**config.mk**
```make
export PLATFORM = sky130hd
export DESIGN_NAME = fns_weight_seq_flat
export DESIGN_NICKNAME = d
export VERILOG_FILES = /design/src/rtl/fns_weight_seq_if.sv /design/src/rtl/fns_weight_seq.sv /design/src/flat_wrapper.sv
export SDC_FILE = /design/constraint.sdc
export NUM_CORES = 1
export LEC_CHECK = 0
export BUFFER_PORTS_ARGS = -buffer_cell sky130_fd_sc_hd__buf_2
export CORE_MARGIN = 4
export CORE_UTILIZATION = 45
export CTS_BUF_LIST = sky130_fd_sc_hd__clkbuf_16
export DETAILED_ROUTE_END_ITERATION = 16
export GPL_TIMING_DRIVEN = 0
export HOLD_SLACK_MARGIN = 0.06
export PLACE_DENSITY_LB_ADDON = 0.3
export SYNTH_ARGS = -nofsm -noshare
export SYNTH_HDL_FRONTEND = slang
export SYNTH_SLANG_ARGS = --single-unit
```
**constraint.sdc**
```tcl
create_clock -name clk -period 3.14 [get_ports clk]
set_input_delay 0.628 -clock clk [delete_from_list [all_inputs] [get_ports clk]]
set_output_delay 0.628 -clock clk [all_outputs]
set_load 0.005 [all_outputs]
```
**src/rtl/fns_weight_seq_if.sv**
```systemverilog
// Handshake and result bundle between the fault-flag source and the FNS weight sequencer.
interface fns_weight_seq_if #(
   parameter int N = 5,
   parameter int W = 8
);
   localparam int IW = (N > 1) ? $clog2(N) : 1;

   logic          start;
   logic [N-1:0]  f_flag;
   logic          busy;
   logic          w_valid;
   logic [IW-1:0] w_idx;
   logic [W-1:0]  w_data;
   logic          w_en;
   logic [N-1:0]  en_flag;
   logic          done;
   logic          fail;
   logic          ovf;

   modport master (
      output start, f_flag,
      input  busy, w_valid, w_idx, w_data, w_en, en_flag, done, fail, ovf
   );

   modport slave (
      input  start, f_flag,
      output busy, w_valid, w_idx, w_data, w_en, en_flag, done, fail, ovf
   );
endinterface

```
**src/rtl/fns_weight_seq.sv**
```systemverilog
// Sequential Fibonacci-numeral-system weight generator for TSV-group repair.
// One TSV is visited per clock through a single shared saturating adder; the
// first N_SIG healthy TSVs get consecutive Fibonacci weights 1,2,3,5,...
// The step that produces TSV k's report is evaluated in the cycle before it
// is shown, so the first TSV is computed directly from f_flag on the start
// cycle and every output leaves a register.
module fns_weight_seq #(
   parameter int N_SIG = 3,
   parameter int N_RED = 2,
   parameter int W     = 8
) (
   input  logic            clk,
   input  logic            rst,
   fns_weight_seq_if.slave bus
);
   localparam int N  = N_SIG + N_RED;
   localparam int IW = (N > 1) ? $clog2(N) : 1;
   localparam int CW = $clog2(N_SIG + 1);

   typedef enum logic [1:0] {S_IDLE, S_RUN, S_DONE} state_t;

   state_t r_state;
   state_t w_state_nxt;

   // Datapath and result registers
   logic [N-1:0]  r_fl;
   logic [W-1:0]  r_a;
   logic [W-1:0]  r_b;
   logic [CW-1:0] r_cnt;
   logic [IW-1:0] r_idx;
   logic          r_ovr;
   logic [N-1:0]  r_wvec;
   logic          r_busy;
   logic          r_w_valid;
   logic [IW-1:0] r_w_idx;
   logic [W-1:0]  r_w_data;
   logic          r_w_en;
   logic [N-1:0]  r_en_flag;
   logic          r_done;
   logic          r_fail;
   logic          r_ovf;

   // Step operand selection: a fresh pass starts from the reset Fibonacci state
   logic          w_first;
   logic          w_step;
   logic          w_last;
   logic [N-1:0]  w_src_fl;
   logic [W-1:0]  w_src_a;
   logic [W-1:0]  w_src_b;
   logic [CW-1:0] w_src_cnt;
   logic [IW-1:0] w_src_idx;
   logic [N-1:0]  w_src_vec;
   logic          w_src_ovr;
   logic          w_hit;
   logic [W:0]    w_sum;
   logic [W-1:0]  w_sat;

   // Next values of every register
   logic [N-1:0]  w_fl_nxt;
   logic [W-1:0]  w_a_nxt;
   logic [W-1:0]  w_b_nxt;
   logic [CW-1:0] w_cnt_nxt;
   logic [IW-1:0] w_idx_nxt;
   logic          w_ovr_nxt;
   logic [N-1:0]  w_wvec_nxt;
   logic          w_busy_nxt;
   logic          w_w_valid_nxt;
   logic [IW-1:0] w_w_idx_nxt;
   logic [W-1:0]  w_w_data_nxt;
   logic          w_w_en_nxt;
   logic [N-1:0]  w_en_flag_nxt;
   logic          w_done_nxt;
   logic          w_fail_nxt;
   logic          w_ovf_nxt;

   // Clamp a W+1 bit sum to the largest W-bit weight
   function automatic logic [W-1:0] sat_w(input logic [W:0] s);
      return s[W] ? {W{1'b1}} : s[W-1:0];
   endfunction

   assign w_first   = (r_state == S_IDLE);
   assign w_last    = (r_idx == IW'(N - 1));
   assign w_step    = (w_first && bus.start) || ((r_state == S_RUN) && !w_last);
   assign w_src_fl  = w_first ? bus.f_flag : r_fl;
   assign w_src_a   = w_first ? '0 : r_a;
   assign w_src_b   = w_first ? W'(1) : r_b;
   assign w_src_cnt = w_first ? '0 : r_cnt;
   assign w_src_idx = w_first ? '0 : (r_idx + IW'(1));
   assign w_src_vec = w_first ? '0 : r_wvec;
   assign w_src_ovr = w_first ? 1'b0 : r_ovr;
   assign w_hit     = !w_src_fl[w_src_idx] && (w_src_cnt < CW'(N_SIG));
   assign w_sum     = {1'b0, w_src_a} + {1'b0, w_src_b};
   assign w_sat     = sat_w(w_sum);

   // State register
   always_ff @(posedge clk) begin
      if (rst) r_state <= S_IDLE;
      else     r_state <= w_state_nxt;
   end

   // Next-state: RUN spans the N cycles in which TSV reports are visible
   always_comb begin
      w_state_nxt = r_state;
      case (r_state)
         S_IDLE:  if (bus.start) w_state_nxt = S_RUN;
         S_RUN:   if (w_last)    w_state_nxt = S_DONE;
         S_DONE:                 w_state_nxt = S_IDLE;
         default:                w_state_nxt = S_IDLE;
      endcase
   end

   // Output/datapath next values: one TSV step, or the pass summary at the end
   always_comb begin
      w_fl_nxt      = r_fl;
      w_a_nxt       = r_a;
      w_b_nxt       = r_b;
      w_cnt_nxt     = r_cnt;
      w_idx_nxt     = r_idx;
      w_ovr_nxt     = r_ovr;
      w_wvec_nxt    = r_wvec;
      w_busy_nxt    = (w_state_nxt != S_IDLE);
      w_w_valid_nxt = 1'b0;
      w_w_idx_nxt   = r_w_idx;
      w_w_data_nxt  = r_w_data;
      w_w_en_nxt    = r_w_en;
      w_en_flag_nxt = r_en_flag;
      w_done_nxt    = 1'b0;
      w_fail_nxt    = r_fail;
      w_ovf_nxt     = r_ovf;
      if (w_step) begin
         w_fl_nxt      = w_src_fl;
         w_idx_nxt     = w_src_idx;
         w_w_valid_nxt = 1'b1;
         w_w_idx_nxt   = w_src_idx;
         w_w_en_nxt    = w_hit;
         w_w_data_nxt  = w_hit ? w_sat : '0;
         w_wvec_nxt    = w_src_vec | (N'(w_hit) << w_src_idx);
         w_ovr_nxt     = w_src_ovr | (w_hit & w_sum[W]);
         if (w_hit) begin
            w_a_nxt   = w_src_b;
            w_b_nxt   = w_sat;
            w_cnt_nxt = w_src_cnt + CW'(1);
         end else begin
            w_a_nxt   = w_src_a;
            w_b_nxt   = w_src_b;
            w_cnt_nxt = w_src_cnt;
         end
      end
      if ((r_state == S_RUN) && w_last) begin
         w_done_nxt    = 1'b1;
         w_en_flag_nxt = r_wvec;
         w_fail_nxt    = (r_cnt < CW'(N_SIG));
         w_ovf_nxt     = r_ovr;
      end
   end

   // Register all datapath state and outputs; reset clears everything
   always_ff @(posedge clk) begin
      if (rst) begin
         r_fl      <= '0;
         r_a       <= '0;
         r_b       <= '0;
         r_cnt     <= '0;
         r_idx     <= '0;
         r_ovr     <= 1'b0;
         r_wvec    <= '0;
         r_busy    <= 1'b0;
         r_w_valid <= 1'b0;
         r_w_idx   <= '0;
         r_w_data  <= '0;
         r_w_en    <= 1'b0;
         r_en_flag <= '0;
         r_done    <= 1'b0;
         r_fail    <= 1'b0;
         r_ovf     <= 1'b0;
      end else begin
         r_fl      <= w_fl_nxt;
         r_a       <= w_a_nxt;
         r_b       <= w_b_nxt;
         r_cnt     <= w_cnt_nxt;
         r_idx     <= w_idx_nxt;
         r_ovr     <= w_ovr_nxt;
         r_wvec    <= w_wvec_nxt;
         r_busy    <= w_busy_nxt;
         r_w_valid <= w_w_valid_nxt;
         r_w_idx   <= w_w_idx_nxt;
         r_w_data  <= w_w_data_nxt;
         r_w_en    <= w_w_en_nxt;
         r_en_flag <= w_en_flag_nxt;
         r_done    <= w_done_nxt;
         r_fail    <= w_fail_nxt;
         r_ovf     <= w_ovf_nxt;
      end
   end

   assign bus.busy    = r_busy;
   assign bus.w_valid = r_w_valid;
   assign bus.w_idx   = r_w_idx;
   assign bus.w_data  = r_w_data;
   assign bus.w_en    = r_w_en;
   assign bus.en_flag = r_en_flag;
   assign bus.done    = r_done;
   assign bus.fail    = r_fail;
   assign bus.ovf     = r_ovf;
endmodule
```
**src/flat_wrapper.sv**
```systemverilog
// flat-port wrapper written by rule: the top's interface ports become plain ports
module fns_weight_seq_flat 
#(
   parameter int N_SIG = 3,
   parameter int N_RED = 2,
   parameter int W     = 8
)
  (clk, rst, bus_start, bus_f_flag, bus_busy, bus_w_valid, bus_w_idx, bus_w_data, bus_w_en, bus_en_flag, bus_done, bus_fail, bus_ovf);
  fns_weight_seq_if #(.W(W)) bus_i ();
  input  logic clk;
  input  logic rst;
  input wire logic [$bits(bus_i.start)-1:0] bus_start;
  input wire logic [$bits(bus_i.f_flag)-1:0] bus_f_flag;
  output wire logic [$bits(bus_i.busy)-1:0] bus_busy;
  output wire logic [$bits(bus_i.w_valid)-1:0] bus_w_valid;
  output wire logic [$bits(bus_i.w_idx)-1:0] bus_w_idx;
  output wire logic [$bits(bus_i.w_data)-1:0] bus_w_data;
  output wire logic [$bits(bus_i.w_en)-1:0] bus_w_en;
  output wire logic [$bits(bus_i.en_flag)-1:0] bus_en_flag;
  output wire logic [$bits(bus_i.done)-1:0] bus_done;
  output wire logic [$bits(bus_i.fail)-1:0] bus_fail;
  output wire logic [$bits(bus_i.ovf)-1:0] bus_ovf;
  assign bus_i.start = bus_start;
  assign bus_i.f_flag = bus_f_flag;
  assign bus_busy = bus_i.busy;
  assign bus_w_valid = bus_i.w_valid;
  assign bus_w_idx = bus_i.w_idx;
  assign bus_w_data = bus_i.w_data;
  assign bus_w_en = bus_i.w_en;
  assign bus_en_flag = bus_i.en_flag;
  assign bus_done = bus_i.done;
  assign bus_fail = bus_i.fail;
  assign bus_ovf = bus_i.ovf;
  fns_weight_seq #(.N_SIG(N_SIG), .N_RED(N_RED), .W(W)) u_core (.clk(clk), .rst(rst), .bus(bus_i));
endmodule
```
==> results.json <==
{
  "p_sw_uw": 310.7,
  "top_usage_layer": "met2",
  "grt_pass1_vias": 1930,
  "ant_nets": 0,
  "die-width_um": 81.97,
  "met2_usage": 0.2714,
  "avgViaCountPerCell": 5.455,
  "cts_hold_buf": 0,
  "cts_buffers": 5,
  "synth_edf_count": 0,
  "grt_use_met1": 0.2332,
  "synth_cells": 276,
  "min_path_type": "reg -> reg",
  "maxCapViolations": 0,
  "cts_tree": "yes",
  "path_max_fanout": 10,
  "die_h_um": 81.97,
  "slew_headroom": 0.5793,
  "timing.critical_path.slowest_stage_cell": "ha_1",
  "synth_fp_nets": 296,
  "antenna_found_initial": 0,
  "placed_cells": 375,
  "startpoint": "u_core.r_state[0]",
  "final.setup_skew_ps": 7.054,
  "path_buf_inv": 2,
  "clockBufferDepth": 2,
  "insertion_delay_ps": 290,
  "initial_core_util": 0.4731,
  "hpwl_um": 3913,
  "p_int_mw": 1.017,
  "cp-start-kind": "flop",
  "leakage_nw": 1.290,
  "initialDrtViolationCount": 135,
  "seq_area_frac_synth": 0.4309,
  "gr-usage-met3": 0.04167,
  "final_cell_mix": "53 x dfxtp_1, 39 x nand2_1, 29 x buf_2",
  "critical_path_class": "reg -> reg",
  "fill_cells": 504,
  "grt_pass1_wl_um": 8907,
  "comb_power_share": 0.089,
  "htree_levels": 2,
  "ys.flop_type": "dfxtp_1",
  "drt_first_pass_iters": 4,
  "outcome": "finished, final reports clean",
  "timing.rr.start": "u_core.r_state[0]",
  "period_share": 0.9384,
  "synthArstFlopShare": 0,
  "finalMaxSlewViolations": 0,
  "grt-ovfl-total": 0,
  "drc": 0,
  "antennaDiodeCount": 0,
  "grt.total_usage": 0.1720,
  "final_core_util": 0.5483,
  "portBuffers": 29,
  "grt_max_degree": 15,
  "vdd_ir_drop_max_v": 0.0002341,
  "max_stage_delay_ps": 370,
  "setup_violations": 0,
  "syn_area_um2": 2462,
  "syn_avg_cell_area_um2": 8.922,
  "syn_to_final_growth_pct": 15.90,
  "ios": 30,
  "cp-end-kind": "flop",
  "routedWlPerCell_um": 14.29,
  "place_congestion": 0.8911,
  "period_needed_ps": 2946,
  "hold_violations": 0,
  "fin_cells": 382,
  "cp_common_cell": "clkbuf_2",
  "fin_total_pwr_mw": 1.328,
  "hold_slack_ps": 445.3,
  "synth-seq-cells": 53,
  "worstPathArrival_ps": 3120,
  "synth_cell_types": 47,
  "routed_wl_um": 5458,
  "nNetsFinal": 332,
  "layout_commonest_cell": "dfxtp_1",
  "p_sw_frac": 0.2340,
  "fp-row-count": 26,
  "hp-start": "u_core.bus.w_data[1]",
  "cts_num_sinks": 53,
  "critPathTopFamily": "compound AO/OA/AOI/OAI gates",
  "fmax_mhz": 339.4,
  "power.clock.fraction": 0.384,
  "grt_setup_unrepaired": "false",
  "dieArea_um2": 6719,
  "tns_ps": 0,
  "worstPathRequired_ps": 3320,
  "clk_pin_slew_worst_paths_ps": 60,
  "path_cells": "or2_2, clkbuf_2, clkbuf_2, and2_1, ha_1, a21oi_1, o221ai_1, a2111oi_0, a211oi_1, a21o_1",
  "drive_above_1_share": 0.1603,
  "yosys_warnings": 0,
  "worstMarginPinSlew_ps": 628.8,
  "pwr-share-seq": 0.527,
  "vias": 2084,
  "cts-root-buf": "clkbuf_16",
  "core_area_um2": 5205,
  "power.density_nw_per_um2": 465.2
}
-- final timing paths --
| path | slack (ps) | endpoint | cells after the start |
|---|---|---|---|
| min reg2reg | 450 | u_core.bus.w_data[1] | 1 |
| min | 450 | u_core.bus.w_data[1] | 1 |
| max reg2reg | 190 | u_core.r_b[6] | 10 |
| max | 190 | u_core.r_b[6] | 10 |
-- flip-flops by register name, indices dropped and copies added (netlist names) --
name	flops
u_core.bus.w_data	8
u_core.r_a	8
u_core.r_b	8
u_core.bus.en_flag	5
u_core.r_fl	5
u_core.r_wvec	5
u_core.bus.w_idx	3
u_core.r_cnt	2
u_core.r_state	2
u_core.bus.busy	1
u_core.bus.done	1
u_core.bus.fail	1
u_core.bus.ovf	1
u_core.bus.w_en	1
u_core.bus.w_valid	1
u_core.r_ovr	1
-- routing by layer --
| layer | vias up | wire length (um) |
|---|---|---|
| li1 | 1052 | - |
| met1 | 980 | 2623 |
| met2 | 45 | 2524 |
| met3 | 7 | 255 |
| met4 | 0 | 55 |
| met5 | - | 0 |
-- repair_timing --
item                       CTS  global route
setup buffers                0             0
setup endpoints to repair   17            22
resized for setup            3             8
pin swaps                    0             0
-- Yosys cell counts, types with 2 or more instances --
library cell | number | area [um2]
nor3_1 | 5 | 25.02
inv_1 | 6 | 22.52
nor3b_1 | 2 | 15.01
and2_1 | 18 | 112.6
nor3_2 | 3 | 30.03
a22o_1 | 9 | 78.83
a21o_1 | 15 | 112.6
or2_2 | 2 | 12.51
xor2_1 | 2 | 17.52
a22oi_1 | 2 | 15.01
xnor2_1 | 4 | 35.03
nor2b_1 | 3 | 18.77
nor2_1 | 18 | 67.56
o211ai_1 | 4 | 30.03
o21ai_1 | 3 | 15.01
nand3_1 | 3 | 15.01
o21ai_0 | 7 | 35.03
ha_1 | 11 | 137.6
mux2i_1 | 3 | 30.03
clkbuf_1 | 7 | 26.28
buf_1 | 2 | 7.510
a21oi_1 | 29 | 145.1
dfxtp_1 | 53 | 1061
nand2_1 | 39 | 146.4
a211oi_1 | 4 | 30.03
-- power groups by stage --
stage	Clock [mW]	Combinational, mW	Sequential, mW
after CTS	0.527	0.116	0.700
after global routing	0.551	0.131	0.702
after global placement	0	0.112	0.714
after floorplan	0	0.0774	0.713
after detailed placement	0	0.113	0.715
final	0.510	0.118	0.700
-- metrics by stage --
step / area, um2 / setup slack, ps
floorplan: 2462 / 463.9
finish: 2854 / 193.6
global placement: 2695 / -123.5
global route: 2854 / 1.278
CTS: 2840 / 4.296
detailed placement: 2695 / -126.7
-- area by class of cell --
class / instances / area (um2) / share of cell area
clock buffer: 5 / 125.1 / 0.04384
timing repair buffer: 29 / 145.1 / 0.05085
buffer: 11 / 57.56 / 0.02017
multi-input combinational: 206 / 1348 / 0.4722
inverter: 6 / 22.52 / 0.007891
clock inverter: 2 / 7.507 / 0.002630
tap: 70 / 87.58 / 0.03069
sequential: 53 / 1061 / 0.3718
-- kinds of logic (layout without fill, tap and decap cells) --
group	after synthesis	after routing	share of synthesized area
mux	4	4	0.02134
compound gates	84	84	0.2261
fa+ha+maj	12	12	0.06402
flops	53	53	0.4309
buf+inv	17	53	0.03049
simple gates	100	100	0.2058
xor+xnor	6	6	0.02134
Note: power is estimated with default switching activity, not from simulation.
